--- config.mk ---
export PLATFORM = sky130hd
export DESIGN_NAME = gpio_pio_ctrl
export DESIGN_NICKNAME = d
export VERILOG_FILES = /design/src/rtl/gpio_pio_ctrl.sv
export SDC_FILE = /design/constraint.sdc
export NUM_CORES = 1
export LEC_CHECK = 0
export CORE_MARGIN = 8
export CORE_UTILIZATION = 58
export CTS_CLUSTER_DIAMETER = 120
export DETAILED_ROUTE_END_ITERATION = 16
export GPL_ROUTABILITY_DRIVEN = 1
export MAX_ROUTING_LAYER = met4
export PLACE_DENSITY_LB_ADDON = 0.25
export SLEW_MARGIN = 20
export SYNTH_ARGS = -nofsm -noshare
export SYNTH_HDL_FRONTEND = slang
export SYNTH_SLANG_ARGS = --single-unit
--- constraint.sdc ---
create_clock -name clk_clk -period 5.05 [get_ports clk_clk]
set_clock_uncertainty 0.2 [all_clocks]
set_input_delay 1.2625 -clock clk_clk [delete_from_list [all_inputs] [get_ports clk_clk]]
set_output_delay 1.2625 -clock clk_clk [all_outputs]
set_load 0.03 [all_outputs]
--- src/rtl/gpio_pio_ctrl.sv ---
// Memory-mapped PIO block: debounced inputs with edge capture/interrupt and a
// set/clear-able output register, exposed over a simple 8-word slave port.
module gpio_pio_ctrl #(
  parameter int unsigned IN_WIDTH        = 4,
  parameter int unsigned OUT_WIDTH       = 8,
  parameter int unsigned DEBOUNCE_CYCLES = 50000,
  parameter logic [OUT_WIDTH-1:0] OUT_RESET = '0
) (
  input  logic                 clk_clk,
  input  logic                 reset_reset_n,
  input  logic [2:0]           avs_address,
  input  logic                 avs_read,
  input  logic                 avs_write,
  input  logic [31:0]          avs_writedata,
  output logic [31:0]          avs_readdata,
  input  logic [IN_WIDTH-1:0]  pio_in,
  output logic [OUT_WIDTH-1:0] pio_out,
  output logic                 irq
);

  localparam int unsigned CNT_W = (DEBOUNCE_CYCLES > 1) ? $clog2(DEBOUNCE_CYCLES) : 1;
  localparam logic [CNT_W-1:0] CNT_MAX = CNT_W'(DEBOUNCE_CYCLES - 1);

  logic [IN_WIDTH-1:0]  sync1, sync2, stable, stable_nxt, hit;
  logic [IN_WIDTH-1:0]  edge_cap, irq_mask, rise_en, fall_en;
  logic [IN_WIDTH-1:0]  new_edges, clr_mask;
  logic [CNT_W-1:0]     cnt     [IN_WIDTH];
  logic [CNT_W-1:0]     cnt_nxt [IN_WIDTH];
  logic [OUT_WIDTH-1:0] data_out;
  logic [31:0]          rd_mux;
  logic                 unused_wdata;

  assign unused_wdata = ^avs_writedata;

  // A bit is accepted on the edge its counter would pass DEBOUNCE_CYCLES-1.
  always_comb begin
    hit = '0;
    for (int unsigned i = 0; i < IN_WIDTH; i++) begin
      cnt_nxt[i] = '0;
      if (sync2[i] != stable[i]) begin
        if (cnt[i] == CNT_MAX) hit[i] = 1'b1;
        else                   cnt_nxt[i] = cnt[i] + CNT_W'(1);
      end
    end
    stable_nxt = stable ^ hit;
    new_edges  = (hit & sync2 & rise_en) | (hit & ~sync2 & fall_en);
    clr_mask   = (avs_write && avs_address == 3'd3) ? avs_writedata[IN_WIDTH-1:0] : '0;
  end

  always_comb begin
    rd_mux = '0;
    case (avs_address)
      3'd0:    rd_mux[IN_WIDTH-1:0]  = stable;
      3'd1:    rd_mux[OUT_WIDTH-1:0] = data_out;
      3'd2:    rd_mux[IN_WIDTH-1:0]  = irq_mask;
      3'd3:    rd_mux[IN_WIDTH-1:0]  = edge_cap;
      3'd6:    rd_mux[IN_WIDTH-1:0]  = rise_en;
      3'd7:    rd_mux[IN_WIDTH-1:0]  = fall_en;
      default: rd_mux = '0;
    endcase
  end

  always_ff @(posedge clk_clk or negedge reset_reset_n) begin
    if (!reset_reset_n) begin
      sync1  <= '0;
      sync2  <= '0;
      stable <= '0;
      for (int unsigned i = 0; i < IN_WIDTH; i++) cnt[i] <= '0;
    end else begin
      sync1  <= pio_in;
      sync2  <= sync1;
      stable <= stable_nxt;
      for (int unsigned i = 0; i < IN_WIDTH; i++) cnt[i] <= cnt_nxt[i];
    end
  end

  // Edge set is ORed after the clear so a coincident edge survives the W1C.
  always_ff @(posedge clk_clk or negedge reset_reset_n) begin
    if (!reset_reset_n) begin
      edge_cap     <= '0;
      irq_mask     <= '0;
      rise_en      <= '0;
      fall_en      <= '0;
      data_out     <= OUT_RESET;
      avs_readdata <= '0;
    end else begin
      edge_cap <= (edge_cap & ~clr_mask) | new_edges;
      if (avs_read) avs_readdata <= rd_mux;
      if (avs_write) begin
        case (avs_address)
          3'd1: data_out <= avs_writedata[OUT_WIDTH-1:0];
          3'd2: irq_mask <= avs_writedata[IN_WIDTH-1:0];
          3'd4: data_out <= data_out | avs_writedata[OUT_WIDTH-1:0];
          3'd5: data_out <= data_out & ~avs_writedata[OUT_WIDTH-1:0];
          3'd6: rise_en  <= avs_writedata[IN_WIDTH-1:0];
          3'd7: fall_en  <= avs_writedata[IN_WIDTH-1:0];
          default: ;
        endcase
      end
    end
  end

  assign pio_out = data_out;
  assign irq     = |(edge_cap & irq_mask);

endmodule

==> reports/metrics.yaml, run 1 <==
floorplanning:
  die_h_um: 112
  die_area_mm2: 0.0126
  die_w_um: 112
  num_rows: 35
  boundaryPins: 84
  start_util: 0.588
  core_area_mm2: 0.00911
sta:
  fin_crit_sh: 0.662
  period_minus_slack_ns: 3.35
  slew_headroom: 0.352
  fin_tns_setup_ns: 0
  max_clock_freq_mhz: 299
  slew_violations: 0
  rsz0062_at_grt: "no"
  worst_pin_slew_ns: 0.971
  final_hold_viol_count: 0
  setup_viol: 0
clock_tree:
  cts_htree_levels: 3
  holdBufCountCts: 0
  cts_buffer_depth: 2
  cts_tree: "done"
  cts.clk_slew.worst_paths_ns: 0.10
  cts_sinks: 108
  cts.repair.resized: 0
  postCtsSetupBuffers: 0
  cts_root_buf: "clkbuf_8"
  cts_buffers: 9
  clk_latency_ns: 0.36
logic_synthesis:
  synth_cell_type_count: 46
  ys_warn_count: 0
  synth_area_leader_cell: "dfrtp_1"
  synthCells: 517
  seq_area_frac_synth: 0.504
  synth_area_mm2: 0.00536
  synth_seq_cells: 108
  syn_avg_cell_area_um2: 10.4
  synth_top_area_frac: 0.504
  synth.area.top_cells: "dfrtp_1, xnor2_1, mux2_2"
power:
  p_int_uw: 1280
  power_frac_seq: 0.549
  pwr_density_cell_mw_per_mm2: 296
  ir_drop_uv: 202
  leakage_uw: 0.00244
  combinationalPowerShare: 0.153
  power_switching_share: 0.272
  p_switching_uw: 478
  clockPowerShare: 0.298
layout:
  final_cells: 670
  stdcell_area_mm2: 0.00593
  register_area_mm2: 0.00270
  multi_input_area_mm2: 0.00240
  areaGrowthSynthToFinish_pct: 10.7
  final_layout_size_suffix_gt1_frac: 0.107
  antenna_cells: 0
  nFillCells: 731
  finalNetCount: 601
worst_hold_path:
  holdCritPathClass: "reg -> reg"
  hold_depth: 0
  hold_start: "sync1[3]"
grt:
  antenna_found_initial: 0
  grt_pass1_vias: 3758
  gr-total-overflow: 0
  grt_pass1_wl_um: 17800
  grt_max_degree: 80
  grt_use_total: 0.176
critical_path:
  crit_type: "in -> reg"
  cp.arrival_ns: 3.44
  crit_path_start_kind: "primary input"
  worst-r2r-cell-count: 5
  reg2reg_from: "cnt[28]"
  crit_required_ns: 5.15
  critPathCaptureType: "flip-flop"
  crit_start: "avs_address[0]"
  worstPathMaxFanout: 18
flow_run:
  cap_viol_max_count: 0
placed_design:
  hpwl_um: 7530
  place_inst: 654
  gp_congestion: 0.844
  port_buffers: 35
  placed_area_mm2: 0.00573
routing:
  drt_iter0_markers: 198
  drt_wl_total_um: 10400
  wire_per_inst_um: 15.4
  drt_pass1_iterations: 5
  num_vias: 3773
  drt-vias-per-instance: 5.63
  ant_nets: 0
  drc: 0
outcome:
  status: "finished clean"
[worst max-delay path, stage by stage]
cell,delay (ns)
clkdlybuf4s50_1,0.77
nor3b_1,0.92
mux2_2,0.30
a222oi_1,0.08
inv_1,0.11
[registers in the layout, summed over array words and instances (netlist names), named ones only]
register      cells
avs_readdata      8
pio_out           8
rise_en           4
fall_en           4
cnt              64
sync1             4
sync2             4
irq_mask          4
edge_cap          4
[final cells by class]
type                       count  area share
multi-input combinational    368       0.405
inverter                      26      0.0165
sequential                   108       0.456
clock buffer                  10      0.0232
timing repair buffer          41      0.0662
tap                          111      0.0234
clock inverter                 6      0.0105
[Yosys cell counts, drive strengths merged]
cell type / number
dfrtp: 108
a22oi: 3
a22o: 3
buf: 32
mux4: 3
nor3b: 3
nor4: 22
ha: 4
mux2i: 1
or4: 2
a31oi: 4
nor4bb: 1
nand2: 34
xnor2: 45
clkbuf: 6
o221ai: 1
and2: 3
nand4: 19
conb: 1
and4b: 1
nand2b: 3
and4: 1
mux2: 28
or3: 1
o41ai: 3
nor4b: 1
nand3b: 7
nor3: 14
o21ai: 4
nor2: 79
and3: 2
or4b: 1
o22ai: 4
xor2: 15
a222oi: 8
a21oi: 1
nand4b: 1
inv: 26
nand3: 22
[layout by cell type (no fill, tap or decap), types with 3 or more instances in the layout]
cell / synthesis / routed
o22ai_1: 4 / 4
ha_1: 4 / 4
a22o_1: 3 / 3
clkbuf_8: 0 / 10
mux2_2: 27 / 27
o21ai_0: 4 / 4
a22oi_1: 3 / 3
nor4_1: 22 / 22
nand2b_1: 3 / 3
clkdlybuf4s50_1: 0 / 34
a222oi_1: 8 / 8
nor3b_1: 3 / 3
clkinv_2: 0 / 3
conb_1: 1 / 24
dfrtp_1: 108 / 108
nand4_1: 19 / 19
xor2_1: 15 / 15
nand3b_1: 7 / 7
o41ai_2: 3 / 3
nand2_1: 33 / 33
inv_1: 26 / 26
mux4_2: 3 / 3
nand3_1: 22 / 22
and2_1: 3 / 3
nor3_1: 14 / 14
buf_4: 24 / 7
nor2_1: 79 / 79
a31oi_1: 4 / 4
xnor2_1: 45 / 45
[cells by family after synthesis]
logic type / Yosys count / share of synthesized area
flops: 108 / 0.504
xor+xnor: 60 / 0.0981
fa+ha+maj: 4 / 0.00934
simple gates: 217 / 0.201
compound gates: 31 / 0.0488
other cells: 1 / 0.000700
mux: 32 / 0.0740
buf+inv: 64 / 0.0640
[final timing paths]
check / slack, ns / end
min: 0.16 / sync2[3]
min in group asynchronous: 0.86 / cnt[57]
max: 1.70 / pio_out[3]
max reg2reg: 2.75 / cnt[28]
max in group asynchronous: 3.00 / edge_cap[3]
min reg2reg: 0.16 / sync2[3]
[per-layer routing]
layer  GRT usage  wire length [um]  part of all wire
met3      0.0419               545             0.053
met1       0.204              4370              0.42
met4      0.0486               109             0.011
met5           -                 0                 0
met2       0.301              5330              0.51
[power groups by stage]
stage | logic [uW] | clock network (uW) | registers, uW
final | 267 | 523 | 963
after global routing | 293 | 571 | 971
after CTS | 271 | 543 | 963
after detailed placement | 270 | 0 | 980
after global placement | 263 | 0 | 977
after floorplan | 148 | 0 | 1000
[through the flow]
| step | hold WS [ns] | power (uW) | setup WS [ns] | util |
|---|---|---|---|---|
| floorplan | 0.131 | 1150 | 2.24 | - |
| global placement | 0.134 | 1240 | 1.51 | 0.629 |
| detailed placement | 0.136 | 1250 | 1.36 | 0.629 |
| CTS | 0.161 | 1780 | 1.74 | 0.651 |
| global route | 0.168 | 1830 | 1.55 | 0.651 |
| finish | 0.163 | 1750 | 1.70 | 0.651 |
Power figures use the tool's default switching activity.
==> inputs of run 2 (changes only) <==
--- a/config.mk
+++ b/config.mk
@@ -6,7 +6,7 @@
 export NUM_CORES = 1
 export LEC_CHECK = 0
 export CORE_MARGIN = 8
-export CORE_UTILIZATION = 58
+export CORE_UTILIZATION = 54
 export CTS_CLUSTER_DIAMETER = 120
 export DETAILED_ROUTE_END_ITERATION = 16
 export GPL_ROUTABILITY_DRIVEN = 1
==> constraint.sdc (replaced) <==
create_clock -name clk_clk -period 3.14 [get_ports clk_clk]
set_clock_uncertainty 0.2 [all_clocks]
set_input_delay 0.785 -clock clk_clk [delete_from_list [all_inputs] [get_ports clk_clk]]
set_output_delay 0.785 -clock clk_clk [all_outputs]
set_load 0.03 [all_outputs]
==> run 2 against run 1 <==
Effect of this change: sequential power grew 61%; utilization down 2.8 points; worst hold slack barely moved; critical endpoint is now irq; largest cell class unchanged; final cell count grew 4.3%; register-to-register slack got worse by 1.9 ns; total power is 63% higher; critical path type is now reg -> out; wire length is 3.4% higher; global-route usage is 0.32 points lower.
==> reports/metrics.yaml, run 2 (synthesized netlist as in run 1, its figures left out) <==
critical_path:
  critPathCaptureType: "primary output"
  crit_chain: "a22oi_1, nand2_1, clkdlybuf4s50_1"
  crit_type: "reg -> out"
  max_stage_delay_ns: 0.61
  crit_path_start_kind: "flip-flop"
  critPathSlowestCell: "clkdlybuf4s50_1"
  crit_required_ns: 2.15
  worstPathMaxFanout: 3
  cp.arrival_ns: 1.78
layout:
  areaGrowthSynthToFinish_pct: 12.6
  largest_reg_flops: 64
  final_layout_size_suffix_gt1_frac: 0.118
  layout_commonest_cell: "dfrtp_1"
  finalNetCount: 608
  register_area_mm2: 0.00270
  nFillCells: 800
  final_cell_mix: "dfrtp_1, nor2_1, xnor2_1"
  multi_input_area_mm2: 0.00240
  antenna_cells: 0
  fin_util: 0.623
  top_register: "cnt"
placed_design:
  port_buffers: 35
  hpwl_um: 7770
  pre_cts_ws_ns: 0.0807
  gp_congestion: 0.834
power:
  pwr_density_cell_mw_per_mm2: 474
  leakage_uw: 0.00247
  ir_drop_uv: 323
routing:
  drt_iter0_markers: 244
  num_vias: 3823
  dr_wl_met3_um: 501
  ant_nets: 0
  drt_pass1_iterations: 4
  dr_wl_met2_um: 5350
  wl_met1_um: 4770
  drc: 0
  highest_layer: "met4"
  drt-vias-per-instance: 5.47
  drt_wl_total_um: 10700
  wire_per_inst_um: 15.3
clock_tree:
  cts_tree: "done"
  cts.repair.resized: 0
  postCtsSetupBuffers: 0
  cts_buffers: 9
  cts_htree_levels: 3
  cts_root_buf: "clkbuf_8"
  holdBufCountCts: 0
  clk_latency_ns: 0.37
  cts.clk_slew.worst_paths_ns: 0.10
  cts_sinks: 108
  cts_buffer_depth: 2
sta:
  fin_crit_sh: 0.880
  max_clock_freq_mhz: 362
  slew_headroom: 0.292
  worst_pin_slew_ns: 1.06
  slew_violations: 0
  layout_setup_ws_ns: 0.376
  final_hold_viol_count: 0
  rsz0062_at_grt: "no"
  setup_viol: 0
  fin_tns_setup_ns: 0
  period_minus_slack_ns: 2.76
grt:
  gr-total-overflow: 0
  grt_pass1_wl_um: 18000
  grt_use_total: 0.173
  grt_max_degree: 45
  antenna_found_initial: 0
  grt_pass1_vias: 3781
outcome:
  status: "finished clean"
floorplanning:
  num_rows: 36
  core_area_mm2: 0.00968
  die_area_mm2: 0.0134
  start_util: 0.553
  die_h_um: 116
  die_w_um: 116
  boundaryPins: 84
worst_hold_path:
  holdCritPathClass: "reg -> reg"
flow_run:
  cap_viol_max_count: 0
run 2: cell count changes in the layout (fill, tap and decap cells not counted), sizes merged:
cell,before,now
buf,7,14
clkinv,4,1
clkinvlp,0,2
inv,27,28
run 2: layout make-up:
class,count,share of cell area
clock buffer,10,0.0228
tap,133,0.0276
inverter,26,0.0162
timing repair buffer,48,0.0759
multi-input combinational,368,0.398
sequential,108,0.448
clock inverter,6,0.0118
run 2: metal layers:
layer / vias to the layer above / GRT usage
li1: 1839 / -
met5: - / -
met1: 1902 / 0.206
met3: 9 / 0.0422
met4: 0 / 0.0406
met2: 73 / 0.291
run 2: power breakdown:
part / switching, uW / total, uW / internal [uW]
registers: 73.4 / 1550 / 1470
logic: 244 / 437 / 192
clock network: 478 / 875 / 397
total: 795 / 2860 / 2060
run 2: worst paths after layout:
check | from | endpoint | slack, ns | cells past startpoint
setup / recovery | edge_cap[1] | irq | 0.38 | 3
hold / removal | sync1[3] | sync2[3] | 0.16 | 0
setup reg to reg | cnt[0] | cnt[3] | 0.83 | 5
hold reg to reg | sync1[3] | sync2[3] | 0.16 | 0
max in group asynchronous | reset_reset_n | cnt[3] | 1.91 | 2
min in group asynchronous | reset_reset_n | cnt[43] | 0.21 | 1
run 2: worst max-delay path, delay by kind of cell, from the launching register on:
kind,cells,cell delay [ns]
buffers and inverters,1,0.61
DFF,1,0.42
AOI/OAI and AO/OA,1,0.27
and+or+nand+nor,1,0.10
run 2: metrics by stage:
stage	power, uW	std cells	cell area (um2)	hold slack (ns)
6_report	2860	699	6030	0.163
5_1_grt	3000	699	6030	0.180
4_1_cts	2900	699	6030	0.166
3_5_place_dp	2010	683	5820	0.141
3_3_place_gp	2000	683	5820	0.134
2_1_floorplan	1850	540	5450	0.131
